File: config.mk
export PLATFORM = sky130hd
export DESIGN_NAME = axi_addr_chan_fifo
export DESIGN_NICKNAME = d
export VERILOG_FILES = /design/src/rtl/xbar_pkg.sv /design/src/rtl/fifo_ptr_ctrl.sv /design/src/rtl/axi_addr_chan_fifo.sv
export SDC_FILE = /design/constraint.sdc
export NUM_CORES = 1
export LEC_CHECK = 0
export CORE_AREA = 5 5 138 140
export CTS_CLUSTER_SIZE = 14
export DETAILED_ROUTE_END_ITERATION = 10
export DIE_AREA = 0 0 143 145
export GPL_TIMING_DRIVEN = 1
export HOLD_SLACK_MARGIN = 0.02
export SYNTH_ARGS = -nofsm -noshare
export SYNTH_HDL_FRONTEND = slang
export SYNTH_SLANG_ARGS = --single-unit
File: constraint.sdc
create_clock -name ACLK -period 3.1 [get_ports ACLK]
set_input_delay 0.31 -clock ACLK [delete_from_list [all_inputs] [get_ports ACLK]]
set_output_delay 0.31 -clock ACLK [all_outputs]
set_load 0.01 [all_outputs]
File: src/rtl/xbar_pkg.sv
`default_nettype none
// ============================================================================
// Module      : xbar_pkg
// Description : Shared crossbar types: AXI burst encoding, the default
//               address-channel request layout and pointer sizing helper.
// Revision    : 1.0 - initial release
// ============================================================================
package xbar_pkg;

  localparam int unsigned XBAR_ID_WIDTH   = 4;
  localparam int unsigned XBAR_ADDR_WIDTH = 32;
  localparam int unsigned XBAR_LEN_WIDTH  = 4;
  localparam int unsigned XBAR_SIZE_WIDTH = 3;

  typedef enum logic [1:0] {
    BURST_FIXED = 2'd0,
    BURST_INCR  = 2'd1,
    BURST_WRAP  = 2'd2
  } axi_burst_t;

  // Default crossbar address request; FIFO instances keep the same field
  // order with their own widths.
  typedef struct packed {
    logic [XBAR_ID_WIDTH-1:0]   id;
    logic [XBAR_ADDR_WIDTH-1:0] addr;
    logic [XBAR_LEN_WIDTH-1:0]  len;
    logic [XBAR_SIZE_WIDTH-1:0] size;
    axi_burst_t                 burst;
  } addr_req_t;

  // Pointer width for a buffer of 'depth' entries, never less than one bit.
  function automatic int unsigned ptr_width(int unsigned depth);
    return (depth > 2) ? $clog2(depth) : 1;
  endfunction

endpackage
`default_nettype wire

File: src/rtl/fifo_ptr_ctrl.sv
`default_nettype none
// ============================================================================
// Module      : fifo_ptr_ctrl
// Description : Write/read pointers and occupancy count for a DEPTH-entry
//               circular buffer. Pointers wrap explicitly at DEPTH-1, so any
//               DEPTH >= 2 is supported. Flush overrides both enables.
// Ports       : clk, rst_n (sync, active low), flush, wr_en, rd_en,
//               wr_ptr, rd_ptr, count, full, empty
// Revision    : 1.0 - initial release
// ============================================================================
module fifo_ptr_ctrl
  import xbar_pkg::*;
#(
  parameter  int unsigned DEPTH = 4,
  localparam int unsigned PTR_W = ptr_width(DEPTH),
  localparam int unsigned CNT_W = $clog2(DEPTH + 1)
) (
  input  logic             clk,
  input  logic             rst_n,
  input  logic             flush,
  input  logic             wr_en,
  input  logic             rd_en,
  output logic [PTR_W-1:0] wr_ptr,
  output logic [PTR_W-1:0] rd_ptr,
  output logic [CNT_W-1:0] count,
  output logic             full,
  output logic             empty
);

  logic [PTR_W-1:0] wr_ptr_q, wr_ptr_d;
  logic [PTR_W-1:0] rd_ptr_q, rd_ptr_d;
  logic [CNT_W-1:0] count_q,  count_d;

  function automatic logic [PTR_W-1:0] next_ptr(input logic [PTR_W-1:0] p);
    return (p == PTR_W'(DEPTH - 1)) ? '0 : p + 1'b1;
  endfunction

  always_comb begin
    wr_ptr_d = wr_ptr_q;
    rd_ptr_d = rd_ptr_q;
    count_d  = count_q;
    if (flush) begin
      wr_ptr_d = '0;
      rd_ptr_d = '0;
      count_d  = '0;
    end else begin
      if (wr_en) wr_ptr_d = next_ptr(wr_ptr_q);
      if (rd_en) rd_ptr_d = next_ptr(rd_ptr_q);
      case ({wr_en, rd_en})
        2'b10:   count_d = count_q + 1'b1;
        2'b01:   count_d = count_q - 1'b1;
        default: count_d = count_q;
      endcase
    end
  end

  always_ff @(posedge clk) begin
    if (!rst_n) begin
      wr_ptr_q <= '0;
      rd_ptr_q <= '0;
      count_q  <= '0;
    end else begin
      wr_ptr_q <= wr_ptr_d;
      rd_ptr_q <= rd_ptr_d;
      count_q  <= count_d;
    end
  end

  assign wr_ptr = wr_ptr_q;
  assign rd_ptr = rd_ptr_q;
  assign count  = count_q;
  assign full   = (count_q == CNT_W'(DEPTH));
  assign empty  = (count_q == '0);

endmodule
`default_nettype wire

File: src/rtl/axi_addr_chan_fifo.sv
`default_nettype none
// ============================================================================
// Module      : axi_addr_chan_fifo
// Description : AXI AW/AR pending-request buffer for the crossbar. Valid/ready
//               on both sides, any DEPTH >= 2, optional empty bypass, flush,
//               occupancy count and almost_full.
// Ports       : ACLK, ARESETn (sync, active low), flush
//               s_valid/s_ready, s_id, s_addr, s_len, s_size, s_burst
//               m_valid/m_ready, m_id, m_addr, m_len, m_size, m_burst
//               count, almost_full
// Revision    : 1.0 - initial release
// ============================================================================
module axi_addr_chan_fifo
  import xbar_pkg::*;
#(
  parameter  int unsigned DEPTH      = 4,
  parameter  int unsigned ID_WIDTH   = XBAR_ID_WIDTH,
  parameter  int unsigned ADDR_WIDTH = XBAR_ADDR_WIDTH,
  parameter  int unsigned LEN_WIDTH  = XBAR_LEN_WIDTH,
  parameter  int unsigned SIZE_WIDTH = XBAR_SIZE_WIDTH,
  parameter  int unsigned AF_THRESH  = DEPTH - 1,
  parameter  bit          BYPASS     = 1'b0,
  localparam int unsigned CNT_W      = $clog2(DEPTH + 1)
) (
  input  logic                  ACLK,
  input  logic                  ARESETn,
  input  logic                  flush,
  input  logic                  s_valid,
  output logic                  s_ready,
  input  logic [ID_WIDTH-1:0]   s_id,
  input  logic [ADDR_WIDTH-1:0] s_addr,
  input  logic [LEN_WIDTH-1:0]  s_len,
  input  logic [SIZE_WIDTH-1:0] s_size,
  input  logic [1:0]            s_burst,
  output logic                  m_valid,
  input  logic                  m_ready,
  output logic [ID_WIDTH-1:0]   m_id,
  output logic [ADDR_WIDTH-1:0] m_addr,
  output logic [LEN_WIDTH-1:0]  m_len,
  output logic [SIZE_WIDTH-1:0] m_size,
  output logic [1:0]            m_burst,
  output logic [CNT_W-1:0]      count,
  output logic                  almost_full
);

  localparam int unsigned PTR_W = ptr_width(DEPTH);

  // Same field order as addr_req_t, sized for this instance.
  typedef struct packed {
    logic [ID_WIDTH-1:0]   id;
    logic [ADDR_WIDTH-1:0] addr;
    logic [LEN_WIDTH-1:0]  len;
    logic [SIZE_WIDTH-1:0] size;
    axi_burst_t            burst;
  } entry_t;

  entry_t           s_req;
  entry_t           head_req;
  entry_t           mem_q [DEPTH];
  entry_t           mem_d [DEPTH];
  logic [PTR_W-1:0] wr_ptr;
  logic [PTR_W-1:0] rd_ptr;
  logic             full;
  logic             empty;
  logic             push;
  logic             pop;
  logic             pass;
  logic             wr_en;
  logic             rd_en;

  always_comb begin
    s_req       = '0;
    s_req.id    = s_id;
    s_req.addr  = s_addr;
    s_req.len   = s_len;
    s_req.size  = s_size;
    s_req.burst = axi_burst_t'(s_burst);
  end

  // Readiness depends on state only, so a full FIFO refuses a push even
  // when a pop happens in the same cycle.
  assign s_ready = ARESETn & ~full;

  generate
    if (BYPASS) begin : g_bypass
      assign m_valid  = ARESETn & (~empty | s_valid);
      // Beat crosses an empty FIFO directly; storage and count untouched.
      assign pass     = ARESETn & empty & s_valid & m_ready;
      assign head_req = empty ? s_req : mem_q[rd_ptr];
    end else begin : g_no_bypass
      assign m_valid  = ARESETn & ~empty;
      assign pass     = 1'b0;
      assign head_req = mem_q[rd_ptr];
    end
  endgenerate

  assign push  = s_valid & s_ready;
  assign pop   = m_valid & m_ready;
  assign wr_en = push & ~pass;
  assign rd_en = pop & ~pass;

  fifo_ptr_ctrl #(
    .DEPTH (DEPTH)
  ) u_ptr_ctrl (
    .clk    (ACLK),
    .rst_n  (ARESETn),
    .flush  (flush),
    .wr_en  (wr_en),
    .rd_en  (rd_en),
    .wr_ptr (wr_ptr),
    .rd_ptr (rd_ptr),
    .count  (count),
    .full   (full),
    .empty  (empty)
  );

  // Payload storage is deliberately not reset; only the pointers define
  // which entries are live.
  always_comb begin
    mem_d = mem_q;
    if (wr_en && !flush) mem_d[wr_ptr] = s_req;
  end

  always_ff @(posedge ACLK) begin
    mem_q <= mem_d;
  end

  assign m_id        = head_req.id;
  assign m_addr      = head_req.addr;
  assign m_len       = head_req.len;
  assign m_size      = head_req.size;
  assign m_burst     = head_req.burst;
  assign almost_full = ARESETn & (count >= CNT_W'(AF_THRESH));

endmodule
`default_nettype wire

==> results of run 1 <==
[final timing paths]
check	from	endpoint	cells after the start
hold / removal	s_addr[27]	mem_q[126]	1
hold reg to reg	u_ptr_ctrl.wr_ptr[0]	u_ptr_ctrl.wr_ptr[0]	2
setup reg to reg	u_ptr_ctrl.count[2]	u_ptr_ctrl.count[2]	8
setup / recovery	u_ptr_ctrl.rd_ptr[0]	m_addr[12]	3
[state kept, by name (all words and copies together) (netlist names)]
signal	flops
mem_q	180
u_ptr_ctrl.wr_ptr	2
u_ptr_ctrl.rd_ptr	2
u_ptr_ctrl.count	3
[cell families (layout without fill, tap and decap cells)]
| kind of cell | Yosys count | in the layout | synth area share |
|---|---|---|---|
| flip-flops | 187 | 187 | 0.796 |
| multiplexers | 45 | 45 | 0.145 |
| AND/OR/NAND/NOR | 24 | 24 | 0.0192 |
| buffers and inverters | 16 | 147 | 0.0135 |
| AO/OA/AOI/OAI | 12 | 12 | 0.00970 |
| adder cells (fa/ha/maj) | 7 | 7 | 0.0136 |
| XOR/XNOR | 2 | 2 | 0.00251 |
[per-stage QoR]
| stage | hold slack (ns) | cells | utilization | power (uW) | setup slack (ns) |
|---|---|---|---|---|---|
| 2_1_floorplan | 0.409 | 293 | - | 2910 | 0.722 |
| 3_3_place_gp | 0.516 | 621 | 0.469 | 3050 | 0.661 |
| 3_5_place_dp | 0.523 | 621 | 0.469 | 3050 | 0.596 |
| 4_1_cts | 0.499 | 653 | 0.499 | 5020 | 0.225 |
| 5_1_grt | 0.508 | 653 | 0.499 | 5160 | 0.137 |
| 6_report | 0.521 | 653 | 0.499 | 4960 | 0.328 |
[synthesized netlist by cell type]
library cell | instances | share of area
nor2_1 | 3 | 0.0016
buf_6 | 3 | 0.0048
or3_1 | 2 | 0.0018
a21oi_1 | 6 | 0.0043
edfxtp_1 | 180 | 0.78
nor3_1 | 1 | 0.00072
nand2b_1 | 1 | 0.00090
buf_4 | 1 | 0.0011
buf_2 | 6 | 0.0043
o21ai_0 | 4 | 0.0029
nand3_1 | 2 | 0.0014
inv_1 | 6 | 0.0032
nor2b_1 | 2 | 0.0018
or3b_1 | 1 | 0.0013
nand2_1 | 4 | 0.0022
o31a_1 | 1 | 0.0013
xor2_1 | 2 | 0.0025
mux4_2 | 45 | 0.15
nor3b_1 | 1 | 0.0011
and2_1 | 6 | 0.0054
o311ai_1 | 1 | 0.0013
fa_1 | 1 | 0.0029
dfxtp_1 | 7 | 0.020
or4_1 | 1 | 0.0011
ha_1 | 6 | 0.011
[power by group through the flow]
| stage | clock network [uW] | logic [uW] | registers, uW |
|---|---|---|---|
| after floorplan | 0 | 55.7 | 2850 |
| after global placement | 0 | 194 | 2850 |
| after detailed placement | 0 | 197 | 2850 |
| after CTS | 2030 | 198 | 2800 |
| after global routing | 2150 | 209 | 2800 |
| final | 1970 | 194 | 2800 |
[final cells by class]
cell class,count,share of cell area
multi-input cells,90,0.151
repair buffers,109,0.126
well taps,229,0.0324
inverters,6,0.00255
clock buffers,19,0.0489
clock inverters,13,0.0115
flip-flops and latches,187,0.628
[per-layer routing]
layer	vias to the layer above	track usage	wire length (um)
met2	91	0.208	6300
met3	17	0.0352	715
met5	-	0	11
li1	1463	-	-
met4	2	0.0485	180
met1	1698	0.178	5730
==> flow_summary.json, run 1 <==
{
  "routabilityCongestion": 0.691,
  "hold_class": "in -> reg",
  "syn-num-nets": 350,
  "final_cell_mix": "edfxtp_1, clkdlybuf4s50_1, mux4_2",
  "status": "finished clean",
  "grt_pass1_wl_mm": 20.3,
  "worstSkewPairLatency_ns": 0.42,
  "ir_drop_mv": 0.367,
  "maxClockFrequency_mhz": 361,
  "clkTransAtPathRegs_ns": 0.06,
  "track_usage": 0.132,
  "yosysSeqAreaShare": 0.796,
  "hold_viol_final": 0,
  "slew_headroom": 0.618,
  "grt_max_degree": 36,
  "cts_made_buffers": 17,
  "drc": 0,
  "area.growth.synth_to_final_pct": 27.0,
  "power_leakage_uw": 0.00273,
  "fillers": 1437,
  "power.switching_uw": 961,
  "final_common_cell": "edfxtp_1",
  "clock-root-buffer": "clkbuf_16",
  "critPathMaxFanout": 26,
  "cp_slowest_cell": "dfxtp_4",
  "n_antenna_cell": 0,
  "clockBufferDepth": 2,
  "tns_ns": 0,
  "dieArea_um2": 20700,
  "drv_cap": 0,
  "multiInputGateArea_um2": 1330,
  "num_io_pins": 101,
  "slowest_delay_ns": 0.67,
  "cts_setup_buffers": 0,
  "setup_viol": 0,
  "antenna_found_initial": 1,
  "core_um2": 17700,
  "drv_slew": 0,
  "required_ns": 2.79,
  "drt.antenna.violating_nets": 0,
  "drt_iter0_drc": 163,
  "post_cts_resized": 0,
  "ff2ff_setup_slack_ns": 0.89,
  "synthCells": 293,
  "crit_chain": "buf_4 -> mux4_2 -> clkdlybuf4s50_1",
  "tritoncts": "built",
  "drive_gt1_frac": 0.200,
  "final-seq-area_um2": 5550,
  "grt-ovfl-total": 0,
  "layout_worst_path_cycle_share": 0.894,
  "sw_frac_of_total": 0.194,
  "routed_wl_mm": 12.9,
  "worst_setup_path_start_kind": "flip-flop",
  "tightest_slew_ns": 0.564,
  "netlist_area_um2": 6970,
  "start_util": 0.393,
  "yosysWarnings": 0,
  "cp-end-kind": "primary output",
  "first_pass_iters": 4,
  "critPathKind": "reg -> out",
  "stdcell_area_um2": 8840,
  "synth_cell_type_count": 25,
  "crit_buf_inv": 2,
  "p_comb_frac": 0.039,
  "routed_via_density": 5.01,
  "rsz0062_at_grt": "false",
  "postCtsHoldBufs": 0,
  "finalNetCount": 468,
  "fin_crit_ns": 2.77,
  "intPower_uw": 4000,
  "critPathTopFamily": "buffers and inverters",
  "fin_skew_ns": 0.00718,
  "dpl.hpwl_mm": 8.00,
  "die_h_um": 145,
  "place_area_um2": 8310,
  "die_w_um": 143,
  "wire_per_inst_um": 19.8,
  "p_clk_frac": 0.397,
  "num_rows": 49,
  "cts.htree.levels": 4,
  "p_per_area_nw_per_um2": 561,
  "critPathArrivalTime_ns": 2.46,
  "synth_seq_cells": 187,
  "vias": 3271,
  "synth_area_per_cell_um2": 23.8,
  "grt_pass1_vias": 3549,
  "clock-sinks": 187,
  "io_buffers": 100,
  "pwr-share-seq": 0.564
}
(Power assumes the default switching activity.)
==> run 2: changes to the inputs <==
Settings changed: SLEW_MARGIN set to 20.
==> results of run 2 <==
The final DEF is identical to that of run 1; final timing and power are the same.
